### src/rtl/key_filter_pkg.sv
// Shared width helpers, default timing constants and the per-channel event bundle
// for the key_filter_array debouncer.
package key_filter_pkg;

  localparam int unsigned DEF_STABLE_CYCLES = 16;
  localparam int unsigned DEF_LONG_CYCLES   = 1024;

  typedef struct packed {
    logic press;
    logic rel;
    logic long_press;
  } key_evt_t;

  function automatic int unsigned cnt_w(input int unsigned stable_cycles);
    return (stable_cycles < 2) ? 1 : $clog2(stable_cycles);
  endfunction

  function automatic int unsigned hold_w(input int unsigned long_cycles);
    return $clog2(long_cycles + 1);
  endfunction

endpackage

### src/rtl/key_filter_array_if.sv
// Key bundle between push-buttons and consumers; the release pulse is named
// key_release because 'release' is a reserved SystemVerilog keyword.
interface key_filter_array_if #(
  parameter int N_KEYS = 4
);
  logic [N_KEYS-1:0] key_in;
  logic [N_KEYS-1:0] key_out;
  logic [N_KEYS-1:0] press;
  logic [N_KEYS-1:0] key_release;
  logic [N_KEYS-1:0] long_press;

  modport master (
    output key_in,
    input  key_out,
    input  press,
    input  key_release,
    input  long_press
  );

  modport slave (
    input  key_in,
    output key_out,
    output press,
    output key_release,
    output long_press
  );
endinterface

### src/rtl/key_filter_chan.sv
// One debounce channel: 2-flop synchroniser, stability counter, press/release pulses
// and, with KEY_FILTER_LONG_PRESS_EN defined, a saturating long-press hold counter.
module key_filter_chan
  import key_filter_pkg::*;
#(
  parameter int unsigned STABLE_CYCLES = DEF_STABLE_CYCLES,
  parameter logic        RESET_LEVEL   = 1'b0
`ifdef KEY_FILTER_LONG_PRESS_EN
  ,
  parameter int unsigned LONG_CYCLES   = DEF_LONG_CYCLES
`endif
) (
  input  logic     clk,
  input  logic     nrst,
  input  logic     i_key,
  output logic     o_key,
  output key_evt_t o_evt
);

  localparam int unsigned      CNT_W    = cnt_w(STABLE_CYCLES);
  localparam logic [CNT_W-1:0] CNT_LAST = CNT_W'(STABLE_CYCLES - 1);

  logic             r_sync1;
  logic             r_sync2;
  logic             r_key;
  logic             r_press;
  logic             r_rel;
  logic [CNT_W-1:0] r_cnt;
  logic             w_long;

  always_ff @(posedge clk or negedge nrst) begin
    if (!nrst) begin
      r_sync1 <= RESET_LEVEL;
      r_sync2 <= RESET_LEVEL;
    end else begin
      r_sync1 <= i_key;
      r_sync2 <= r_sync1;
    end
  end

  // Any sample agreeing with the current level restarts the run of disagreeing samples.
  always_ff @(posedge clk or negedge nrst) begin
    if (!nrst) begin
      r_key   <= RESET_LEVEL;
      r_cnt   <= '0;
      r_press <= 1'b0;
      r_rel   <= 1'b0;
    end else begin
      r_press <= 1'b0;
      r_rel   <= 1'b0;
      if (r_sync2 == r_key) begin
        r_cnt <= '0;
      end else if (r_cnt == CNT_LAST) begin
        r_key   <= r_sync2;
        r_cnt   <= '0;
        r_press <= r_sync2;
        r_rel   <= ~r_sync2;
      end else begin
        r_cnt <= r_cnt + CNT_W'(1);
      end
    end
  end

`ifdef KEY_FILTER_LONG_PRESS_EN
  localparam int unsigned       HOLD_W   = hold_w(LONG_CYCLES);
  localparam logic [HOLD_W-1:0] HOLD_MAX = HOLD_W'(LONG_CYCLES);

  logic [HOLD_W-1:0] r_hold;
  logic              r_long;

  // Saturating at HOLD_MAX is what limits long_press to one pulse per press.
  always_ff @(posedge clk or negedge nrst) begin
    if (!nrst) begin
      r_hold <= '0;
      r_long <= 1'b0;
    end else if (!r_key) begin
      r_hold <= '0;
      r_long <= 1'b0;
    end else if (r_hold != HOLD_MAX) begin
      r_hold <= r_hold + HOLD_W'(1);
      r_long <= (r_hold == (HOLD_MAX - HOLD_W'(1)));
    end else begin
      r_long <= 1'b0;
    end
  end

  assign w_long = r_long;
`else
  assign w_long = 1'b0;
`endif

  assign o_key = r_key;
  assign o_evt = '{press: r_press, rel: r_rel, long_press: w_long};

endmodule

### src/rtl/key_filter_array.sv
// N_KEYS independent debounce channels behind one key bundle interface.
// Long-press detection is built only when KEY_FILTER_LONG_PRESS_EN is defined.
module key_filter_array
  import key_filter_pkg::*;
#(
  parameter int          N_KEYS        = 4,
  parameter int unsigned STABLE_CYCLES = DEF_STABLE_CYCLES,
  parameter int unsigned LONG_CYCLES   = DEF_LONG_CYCLES,
  parameter logic        RESET_LEVEL   = 1'b0
) (
  input logic               clk,
  input logic               nrst,
  key_filter_array_if.slave bus
);

  logic [N_KEYS-1:0] w_key_out;
  logic [N_KEYS-1:0] w_press;
  logic [N_KEYS-1:0] w_release;
  logic [N_KEYS-1:0] w_long;

  if (N_KEYS < 1 || N_KEYS > 32 || STABLE_CYCLES < 2 || LONG_CYCLES <= STABLE_CYCLES) begin : g_bad_cfg
    $error("key_filter_array: unsupported parameter combination");
  end

  for (genvar g = 0; g < N_KEYS; g++) begin : g_chan
    key_evt_t w_evt;

    key_filter_chan #(
      .STABLE_CYCLES (STABLE_CYCLES),
      .RESET_LEVEL   (RESET_LEVEL)
`ifdef KEY_FILTER_LONG_PRESS_EN
      ,
      .LONG_CYCLES   (LONG_CYCLES)
`endif
    ) u_chan (
      .clk   (clk),
      .nrst  (nrst),
      .i_key (bus.key_in[g]),
      .o_key (w_key_out[g]),
      .o_evt (w_evt)
    );

    assign w_press[g]   = w_evt.press;
    assign w_release[g] = w_evt.rel;
    assign w_long[g]    = w_evt.long_press;
  end

  assign bus.key_out     = w_key_out;
  assign bus.press       = w_press;
  assign bus.key_release = w_release;
  assign bus.long_press  = w_long;

endmodule
### src/flat_wrapper.sv
// flat-port wrapper written by rule: the top's interface ports become plain ports
module key_filter_array_flat import key_filter_pkg::*;
#(
  parameter int          N_KEYS        = 4,
  parameter int unsigned STABLE_CYCLES = DEF_STABLE_CYCLES,
  parameter int unsigned LONG_CYCLES   = DEF_LONG_CYCLES,
  parameter logic        RESET_LEVEL   = 1'b0
)
  (clk, nrst, bus_key_in, bus_key_out, bus_press, bus_key_release, bus_long_press);
  key_filter_array_if #(.N_KEYS(N_KEYS)) bus_i ();
  input logic clk;
  input logic nrst;
  input wire logic [$bits(bus_i.key_in)-1:0] bus_key_in;
  output wire logic [$bits(bus_i.key_out)-1:0] bus_key_out;
  output wire logic [$bits(bus_i.press)-1:0] bus_press;
  output wire logic [$bits(bus_i.key_release)-1:0] bus_key_release;
  output wire logic [$bits(bus_i.long_press)-1:0] bus_long_press;
  assign bus_i.key_in = bus_key_in;
  assign bus_key_out = bus_i.key_out;
  assign bus_press = bus_i.press;
  assign bus_key_release = bus_i.key_release;
  assign bus_long_press = bus_i.long_press;
  key_filter_array #(.N_KEYS(N_KEYS), .STABLE_CYCLES(STABLE_CYCLES), .LONG_CYCLES(LONG_CYCLES), .RESET_LEVEL(RESET_LEVEL)) u_core (.clk(clk), .nrst(nrst), .bus(bus_i));
endmodule
### config.mk
export PLATFORM = sky130hd
export DESIGN_NAME = key_filter_array_flat
export DESIGN_NICKNAME = d
export VERILOG_FILES = /design/src/rtl/key_filter_pkg.sv /design/src/rtl/key_filter_array_if.sv /design/src/rtl/key_filter_chan.sv /design/src/rtl/key_filter_array.sv /design/src/flat_wrapper.sv
export SDC_FILE = /design/constraint.sdc
export NUM_CORES = 1
export LEC_CHECK = 0
export BUFFER_PORTS_ARGS = -buffer_cell sky130_fd_sc_hd__buf_4
export CAP_MARGIN = 20
export CORE_MARGIN = 1.5
export CORE_UTILIZATION = 40
export CTS_CLUSTER_DIAMETER = 30
export DETAILED_ROUTE_END_ITERATION = 8
export GPL_ROUTABILITY_DRIVEN = 0
export PLACE_DENSITY = 0.56
export SLEW_MARGIN = 20
export SYNTH_ARGS = -nofsm -noshare
export SYNTH_HDL_FRONTEND = slang
export SYNTH_SLANG_ARGS = --single-unit
### constraint.sdc
create_clock -name clk -period 1.5 [get_ports clk]
set_clock_uncertainty 0.2 [all_clocks]
set_input_delay 0.3 -clock clk [delete_from_list [all_inputs] [get_ports clk]]
set_output_delay 0.3 -clock clk [all_outputs]
set_load 0.05 [all_outputs]
==> flow_metrics.py <==
metrics = {
    "worst_setup_path": {
        "reg2reg_slack_ns": 0.07,
        "worstSetupPathDepth": 1,
        "slowest_delay_ns": 0.43,
        "reg2regPathDepth": 3,
        "startpoint": "u_core.g_chan[2].u_chan.o_key",
        "cp.arrival_ns": 0.93,
        "crit_path_end_kind": "primary output",
        "path_buf_inv": 1,
        "cp_slowest_cell": "dfrtp_1",
        "r2r-end": "u_core.g_chan[2].u_chan.o_key",
        "crit_chain": "buf_4",
        "r2r_start": "u_core.g_chan[2].u_chan.r_cnt[0]",
        "crit_type": "flop to primary output",
        "path_delay_family": "flip-flops",
        "worst_setup_path_start_kind": "flop",
        "critPathMaxFanout": 5,
        "worst_ep_required_time_ns": 1.00,
    },
    "flow_run": {
        "drv_cap": 0,
    },
    "yosys": {
        "synth-seq-cells": 36,
        "synthDistinctLibCells": 17,
        "netlist_instances": 113,
        "seq_area_frac_synth_pct": 61.17,
        "syn_area_per_cell_um2": 13.03,
        "yosys_warnings": 0,
        "syn_area_mm2": 0.001473,
    },
    "clock_tree": {
        "numCtsBuffers": 5,
        "clk_latency_ns": 0.28,
        "cts_root_buf": "clkbuf_8",
        "tritoncts": "yes",
        "h-tree-depth": 2,
        "clk_path_buf_depth": 2,
        "path_clk_slew_ns": 0.06,
        "clock-sinks": 36,
    },
    "layout": {
        "final_cells": 176,
        "multiInputGateArea_um2": 450.4,
        "layout_commonest_cell": "dfrtp_1",
        "mostFrequentLayoutCells": "36 x dfrtp_1, 17 x buf_4, 11 x nor3b_1",
        "n_antenna_cell": 0,
        "regArea_um2": 900.9,
        "num-fill-cells": 311,
        "area_growth_pct": 14.87,
        "final_nets": 139,
        "drive_gt1_share_pct": 23.85,
        "fin_util_pct": 49.15,
    },
    "global_routing": {
        "first_global_vias": 868,
        "grt_max_degree": 37,
        "overflow": 0,
        "grt_first_pass_wirelength_um": 3760,
        "antenna_found_initial": 0,
        "grtUsageTotal_pct": 12.30,
    },
    "die": {
        "io_pins": 22,
        "row_count": 21,
        "core-area_mm2": 0.003442,
        "die_w_um": 63.68,
        "initial_utilization_pct": 42.78,
        "die_h_um": 63.68,
        "dieArea_mm2": 0.004055,
    },
    "hold_path": {
        "worstHoldStart": "u_core.g_chan[0].u_chan.r_sync1",
        "min_path_cells": 0,
        "whs_endpoint": "u_core.g_chan[0].u_chan.r_sync2",
        "hold_path.class": "flop to flop",
    },
    "detailed_routing": {
        "wire_per_inst_um": 11.30,
        "wirelength_um": 1988,
        "drc": 0,
        "firstDrtPassIters": 3,
        "drt-initial-drc-count": 29,
        "vias_per_cell": 4.665,
        "antenna_left": 0,
        "vias": 821,
    },
    "pwr": {
        "leakage_nw": 0.7611,
        "power.density_mw_per_mm2": 1091,
        "peakVddDrop_mv": 0.6797,
    },
    "timing": {
        "finalWorstSetupSlack_ns": 0.06810,
        "setup_viol_count_final": 0,
        "min_period_over_period_pct": 95.46,
        "finalHoldViolCount": 0,
        "finalSetupTns_ns": 0,
        "finalCriticalPeriod_ns": 1.432,
        "slew_viol_final": 0,
        "grt_setup_unrepaired": "no",
        "fmax_ghz": 0.6984,
    },
    "placed_design": {
        "post-place-ws_ns": 0.07931,
        "port_buffers": 17,
        "dp_hpwl_um": 1328,
        "dpl.cell_count": 163,
    },
    "outcome": {
        "status": "completed",
    },
}
-- cell usage after synthesis --
cell type | instances | area, um^2
nor3b_1 | 11 | 82.58
mux2_1 | 1 | 11.26
xnor2_1 | 8 | 70.07
conb_1 | 1 | 3.750
mux2_2 | 3 | 33.78
nor2_1 | 4 | 15.01
ha_1 | 4 | 50.05
o21ai_0 | 4 | 20.02
nor2b_1 | 3 | 18.77
inv_1 | 4 | 15.01
a21oi_1 | 8 | 40.04
dfrtp_1 | 36 | 900.9
buf_4 | 16 | 120.1
a311oi_1 | 1 | 8.760
nand4b_1 | 4 | 35.03
and2b_1 | 1 | 7.510
nand3_2 | 4 | 40.04
-- per-layer routing --
layer  track usage (%)  vias up  share of wire [%]
li1                  -      396                  -
met1             14.34      400                 47
met2             19.21       20                 46
met3             5.179        5                5.3
met4             6.522        0                2.2
met5                 0        -                  0
-- per-stage QoR --
step	total power [mW]	cell area [um^2]	hold WS (ns)
after floorplan	1.139	1484	-0.1956
after global placement	1.172	1549	0.07686
after detailed placement	1.176	1549	0.08395
after CTS	1.877	1689	0.1530
after global routing	1.944	1692	0.1601
final	1.846	1692	0.1482
-- final cells by class --
cell class | count | area share, %
Inverter | 4 | 0.8876
Tap cell | 46 | 3.402
Sequential cell | 36 | 53.25
Timing Repair Buffer | 22 | 10.50
Clock buffer | 8 | 5.325
Multi-Input combinational cell | 60 | 26.63
-- sequential cells by signal, summed over array words and instances (netlist names) --
signal                        cells
u_core.g_chan.u_chan.r_rel        4
u_core.g_chan.u_chan.r_sync2      4
u_core.g_chan.u_chan.r_sync1      4
u_core.g_chan.u_chan.r_cnt       16
u_core.g_chan.u_chan.o_key        4
u_core.g_chan.u_chan.r_press      4
-- worst max-delay path by stage --
stage | end
floorplan | u_core.g_chan[0].u_chan.o_key
global placement | u_core.g_chan[0].u_chan.o_key
detailed placement | u_core.g_chan[3].u_chan.o_key
CTS | bus_key_out[2]
global route | bus_key_out[0]
finish | bus_key_out[2]
-- report_power, final --
part / leakage, nW / total (mW) / switching, mW / internal [mW]
registers: 0.474 / 1.04 / 0.0353 / 1.01
clock network: 0.0455 / 0.678 / 0.304 / 0.374
logic: 0.241 / 0.125 / 0.0716 / 0.0532
total: 0.761 / 1.85 / 0.411 / 1.44
-- cell families (layout without fill, tap and decap cells) --
logic type / Yosys count / in the layout / synth area share [%]
DFF: 36 / 36 / 61.17
and+or+nand+nor: 27 / 27 / 13.51
buffers and inverters: 20 / 34 / 9.176
AOI/OAI and AO/OA: 13 / 13 / 4.673
xor gates and xnor gates: 8 / 8 / 4.758
adders and majority gates: 4 / 4 / 3.399
muxes: 4 / 4 / 3.058
other: 1 / 4 / 0.2546
-- what timing repair did --
item | in CTS | in global routing
setup buffers | 0 | 0
hold buffers | 5 | 0
endpoints found under the setup margin | 0 | 1
resized for setup | 0 | 1
endpoints found under the hold margin | 40 | 0
Note: power is estimated with default switching activity, not from simulation.
